<file path="src/rtl/envelope_follower.sv">
// envelope_follower
// One-pole attack/release envelope detector with a hysteretic, hold-timed gate.
// A sample is accepted on one edge (stage 1: direction and step size) and
// applied to the accumulator on the next edge (stage 2). The gate FSM is
// evaluated on that same stage-2 edge against the freshly updated envelope.
module envelope_follower #(
  parameter int WIDTH        = 24,
  parameter int FRAC         = 8,
  parameter int HOLD_SAMPLES = 2400,
  parameter int HOLD_W       = 16
) (
  input  logic             clk,
  input  logic             reset,
  input  logic             in_valid,
  output logic             in_ready,
  input  logic [WIDTH-1:0] sample,
  input  logic [4:0]       attack_shift,
  input  logic [4:0]       release_shift,
  input  logic [WIDTH-1:0] thr_open,
  input  logic [WIDTH-1:0] thr_close,
  output logic [WIDTH-1:0] env_out,
  output logic             gate_open,
  output logic             out_valid
);

  localparam int AW = WIDTH + FRAC;

  // Hold lengths of 0 or 1 both close the gate on the first quiet sample.
  localparam bit              HOLD_BYPASS = (HOLD_SAMPLES <= 1);
  localparam logic [HOLD_W-1:0] HOLD_LOAD =
    HOLD_W'((HOLD_SAMPLES > 1) ? (HOLD_SAMPLES - 1) : 0);

  typedef enum logic [1:0] {
    ST_CLOSED,
    ST_OPEN,
    ST_HOLD
  } gate_state_e;

  // Pipeline / datapath state
  logic [AW-1:0]     r_acc;
  logic [AW-1:0]     r_delta;
  logic              r_up;
  logic              r_busy;
  logic              r_out_valid;

  // Gate FSM state
  gate_state_e       r_state;
  gate_state_e       w_state_nxt;
  logic [HOLD_W-1:0] r_cnt;
  logic [HOLD_W-1:0] w_cnt_nxt;

  // Combinational datapath
  logic [AW-1:0]     w_x;
  logic [AW-1:0]     w_diff;
  logic [AW-1:0]     w_delta;
  logic [AW-1:0]     w_acc_nxt;
  logic [WIDTH-1:0]  w_env_nxt;
  logic              w_up;
  logic              w_accept;

  // Sample aligned to the accumulator's fixed-point grid.
  assign w_x = AW'(sample) << FRAC;

  // Direction and magnitude of the step toward the new sample. A logical shift
  // by at least AW bits naturally yields zero, so no clamp is needed.
  assign w_up    = (w_x > r_acc);
  assign w_diff  = w_up ? (w_x - r_acc) : (r_acc - w_x);
  assign w_delta = w_up ? (w_diff >> attack_shift) : (w_diff >> release_shift);

  // The step is at most the distance to x, so the sum never overshoots or wraps.
  assign w_acc_nxt = r_up ? (r_acc + r_delta) : (r_acc - r_delta);
  assign w_env_nxt = w_acc_nxt[AW-1:FRAC];

  assign w_accept  = in_valid && !r_busy;
  assign in_ready  = !r_busy;
  assign env_out   = r_acc[AW-1:FRAC];
  assign gate_open = (r_state != ST_CLOSED);
  assign out_valid = r_out_valid;

  // Stage 1: capture step direction and size on the accept edge.
  always_ff @(posedge clk) begin
    // NOTE: registered state is always updated with non-blocking assignments so
    // every flop samples pre-edge values regardless of statement order.
    if (!reset) begin
      r_up    <= 1'b0;
      r_delta <= '0;
    end else if (w_accept) begin
      r_up    <= w_up;
      r_delta <= w_delta;
    end
  end

  // Stage 2 and handshake: apply the step one edge after accept, pulse out_valid.
  always_ff @(posedge clk) begin
    if (!reset) begin
      r_busy      <= 1'b0;
      r_acc       <= '0;
      r_out_valid <= 1'b0;
    end else begin
      r_out_valid <= r_busy;
      if (w_accept) begin
        r_busy <= 1'b1;
      end else if (r_busy) begin
        r_busy <= 1'b0;
        r_acc  <= w_acc_nxt;
      end
    end
  end

  // Gate FSM state register.
  always_ff @(posedge clk) begin
    if (!reset) begin
      r_state <= ST_CLOSED;
      r_cnt   <= '0;
    end else begin
      r_state <= w_state_nxt;
      r_cnt   <= w_cnt_nxt;
    end
  end

  // Gate FSM next state: only moves on the stage-2 edge, using the new envelope.
  always_comb begin
    // NOTE: every output of this block gets a default first so no path leaves a
    // value unassigned, which would otherwise infer a latch.
    w_state_nxt = r_state;
    w_cnt_nxt   = r_cnt;
    if (r_busy) begin
      case (r_state)
        ST_CLOSED: begin
          if (w_env_nxt >= thr_open) begin
            w_state_nxt = ST_OPEN;
          end
        end
        ST_OPEN: begin
          if (w_env_nxt < thr_close) begin
            if (HOLD_BYPASS) begin
              w_state_nxt = ST_CLOSED;
            end else begin
              w_state_nxt = ST_HOLD;
              w_cnt_nxt   = HOLD_LOAD;
            end
          end
        end
        ST_HOLD: begin
          if (w_env_nxt >= thr_close) begin
            w_state_nxt = ST_OPEN;
          end else if (r_cnt == HOLD_W'(1)) begin
            w_state_nxt = ST_CLOSED;
          end else begin
            w_cnt_nxt = r_cnt - HOLD_W'(1);
          end
        end
        default: begin
          w_state_nxt = ST_CLOSED;
        end
      endcase
    end
  end

endmodule
</file>
<file path="config.mk">
export PLATFORM = sky130hd
export DESIGN_NAME = envelope_follower
export DESIGN_NICKNAME = d
export VERILOG_FILES = /design/src/rtl/envelope_follower.sv
export SDC_FILE = /design/constraint.sdc
export NUM_CORES = 1
export LEC_CHECK = 0
export CORE_MARGIN = 4
export CORE_UTILIZATION = 60
export CTS_CLUSTER_SIZE = 30
export DETAILED_ROUTE_END_ITERATION = 8
export DONT_BUFFER_PORTS = 1
export PLACE_DENSITY = 0.8
export SETUP_SLACK_MARGIN = 0.2
export SLEW_MARGIN = 20
export SYNTH_ARGS = -nofsm -noshare
export SYNTH_HDL_FRONTEND = slang
export SYNTH_SLANG_ARGS = --single-unit
export TNS_END_PERCENT = 10
</file>
<file path="constraint.sdc">
create_clock -name clk -period 6.5 [get_ports clk]
set_clock_uncertainty 0.2 [all_clocks]
set_input_delay 0.325 -clock clk [delete_from_list [all_inputs] [get_ports clk]]
set_output_delay 0.325 -clock clk [all_outputs]
set_load 0.01 [all_outputs]
</file>
==> flow_metrics.env <==
export IMPL_outcome="completed"
export IMPL_synthSimpleGateAreaFrac_pct=21.19
export IMPL_htreeDepth=3
export IMPL_die_h_um=152.5
export IMPL_yosysWarnings=0
export IMPL_ios=112
export IMPL_fmax_mhz=153.9
export IMPL_synth_seq_cells=85
export IMPL_root_buffer="clkbuf_16"
export IMPL_synth_top_area_share_pct=13.58
export IMPL_synth_xor_area_share_pct=6.782
export IMPL_grt_usage_pct=34.26
export IMPL_ant_nets=0
export IMPL_tns_ps=0
export IMPL_synth_compound_area_share_pct=30.18
export IMPL_nets=1930
export IMPL_ys_flop_type="dfxtp_1"
export IMPL_grt_pass1_vias=12407
export IMPL_slowest_stage="a221o_2"
export IMPL_vias=13472
export IMPL_synth_area_mux_share_pct=6.512
export IMPL_synth_top_family_by_area="compound AO/OA/AOI/OAI gates"
export IMPL_clkLatencyLatePin_ps=340
export IMPL_cpPeakStageDelay_ps=450
export IMPL_antenna_found_initial=0
export IMPL_synth_fa_ha_area_share_pct=13.40
export IMPL_rsz0062_at_grt="true"
export IMPL_synth_cell_type_count=103
export IMPL_drv_slew=0
export IMPL_grtUsageMet1_pct=48.24
export IMPL_hp_class="in -> reg"
export IMPL_syn_inst=1705
export IMPL_cts_made_buffers=9
export IMPL_cp_max_fo=7
export IMPL_drcViolationCount=0
export IMPL_synth_edf_count=0
export IMPL_r2r_slack_ps=4
export IMPL_postRouteWirelength_um=42310
export IMPL_ys_seq_area_share_pct=13.58
export IMPL_layout_commonest_cell="nor2_1"
export IMPL_grt_start_max_net_pins=53
export IMPL_setup_viol=0
export IMPL_cp_endpoint="r_cnt[11]"
export IMPL_die_w_um=152.5
export IMPL_tightest_slew_ps=935.8
export IMPL_period_share_pct=99.94
export IMPL_reg2reg_depth=28
export IMPL_ys_async_sr_fraction_pct=0
export IMPL_crit_arrival_ps=6540
export IMPL_r2r_end="r_cnt[11]"
export IMPL_path_common_cell="a21o_1"
export IMPL_syn_avg_cell_area_um2=7.347
export IMPL_r2r_start="r_delta[4]"
export IMPL_final_cell_mix="nor2_1, ha_1, a21oi_1"
export IMPL_worstSetupPathType="reg -> reg"
export IMPL_period_needed_ps=6496
export IMPL_drv_cap=0
export IMPL_via_per_inst=6.783
export IMPL_die_area_um2=23250
export IMPL_dpl_hpwl_um=32990
export IMPL_path_clk_slew_ps=70
export IMPL_n_antenna_cell=0
export IMPL_cts_buffer_depth=2
export IMPL_rows=52
export IMPL_worst_ep_required_time_ps=6540
export IMPL_wl_per_cell_um=21.30
export IMPL_placed_cell_area_um2=13030
export IMPL_synth_top_cells_by_area="dfxtp_1, ha_1, a21oi_1, mux2i_1, nor2_1"
export IMPL_place_port_buffers=0
export IMPL_fillerInstances=1747
export IMPL_area_delta_synth_final_pct=9.818
export IMPL_synthesis_nets=1923
export IMPL_clock_sinks=85
export IMPL_dpl_cell_count=1948
export IMPL_design_area_um2=13760
export IMPL_holdWs_ps=12.86
export IMPL_fp_coreArea_um2=20360
export IMPL_grt_pass1_wl_um=66410
export IMPL_gr_total_overflow=0
export IMPL_synth_largest_area_cell="dfxtp_1"
export IMPL_start_kind="register"
export IMPL_stdcell_count=1986
export IMPL_slew_limit_headroom_pct=37.61
export IMPL_use_met2_pct=52.24
export IMPL_top_usage_layer="met2"
export IMPL_end_kind="register"
export IMPL_cts_tree="built"
export IMPL_globalplace_congestion=1.041
export IMPL_synth_area_um2=12530
export IMPL_firstDrtPassIters=5
export IMPL_drive_gt1_share_pct=12.30
export IMPL_hold_violations=0
export IMPL_initial_core_util_pct=61.51
export IMPL_cp_startpoint="r_delta[4]"
export IMPL_grt_util_met3_pct=6.248
export IMPL_drt_iter0_markers=1314
-- flip-flops by register name (all words and copies together), names as in the netlist --
register and cells:
out_valid 1, r_acc 32, r_busy 1, r_delta 32
r_cnt 16, r_state 2, r_up 1
-- layout make-up --
class                      instances  area [µm²]  area share [%]
timing repair buffer             104       818.3           5.948
clock buffer                       9       225.2           1.637
clock inverter                     6       111.4          0.8095
sequential                        85        1705           12.40
inverter                         132       495.5           3.602
tap                              270       337.8           2.456
multi-input combinational       1380       10060           73.15
-- layer usage --
metal	vias up	share of wire (%)
li1	6277	-
met1	6408	43
met3	94	9.4
met5	-	0
met4	0	4.2
met2	693	43
-- what timing repair did --
action	CTS	global route
gates cloned	0	0
gates resized for setup	47	8
hold buffers	6	0
setup endpoints to repair	18	18
pin swaps	41	20
setup buffers	14	3
endpoints found under the hold margin	14	0
-- cells in the mapped netlist, types with 43 or more instances --
cell / number
a21o_1: 51
a21oi_1: 134
clkbuf_1: 44
dfxtp_1: 85
ha_1: 131
inv_1: 129
mux2i_1: 61
nand2_1: 107
nand3_1: 43
nor2_1: 146
nor3_1: 54
o21ai_0: 70
xnor2_1: 52
xor2_1: 45
-- worst min path at each step --
stage	start	end	slack (ps)	cells after the start
floorplan	r_delta[19]	r_delta[19]	230	2
finish	reset	r_delta[9]	10	2
global placement	r_delta[19]	r_delta[19]	240	2
detailed placement	reset	r_cnt[11]	250	1
global route	reset	r_delta[9]	9	2
CTS	reset	r_delta[9]	2	2
-- logic make-up (layout without fill, tap and decap cells) --
kind of cell    count (synthesis)  count (layout)
fa+ha+maj                     133             133
mux                            78              78
compound gates                550             550
simple gates                  522             522
buf+inv                       240             251
flops                          85              85
xor+xnor                       97              97
-- critical path: cells and delay by family, from the launching register on --
family / cells / cell delay [ps]
XOR/XNOR: 3 / 570
adder cells (fa/ha/maj): 2 / 640
AND/OR/NAND/NOR: 11 / 2410
AO/OA/AOI/OAI: 11 / 2020
buffers and inverters: 1 / 180
flip-flops: 1 / 340
-- stage by stage --
| stage | util (%) | worst slack [ps] |
|---|---|---|
| finish | 67.55 | 3.621 |
| global placement | 63.97 | 73.11 |
| global route | 67.55 | -259.0 |
| CTS | 67.25 | 77.99 |
| detailed placement | 63.97 | -100.3 |
| floorplan | - | 203.2 |
Power is left out: the tool's default activity adds up to more than one toggle a clock period on the data nets, which glitch-free logic cannot reach.
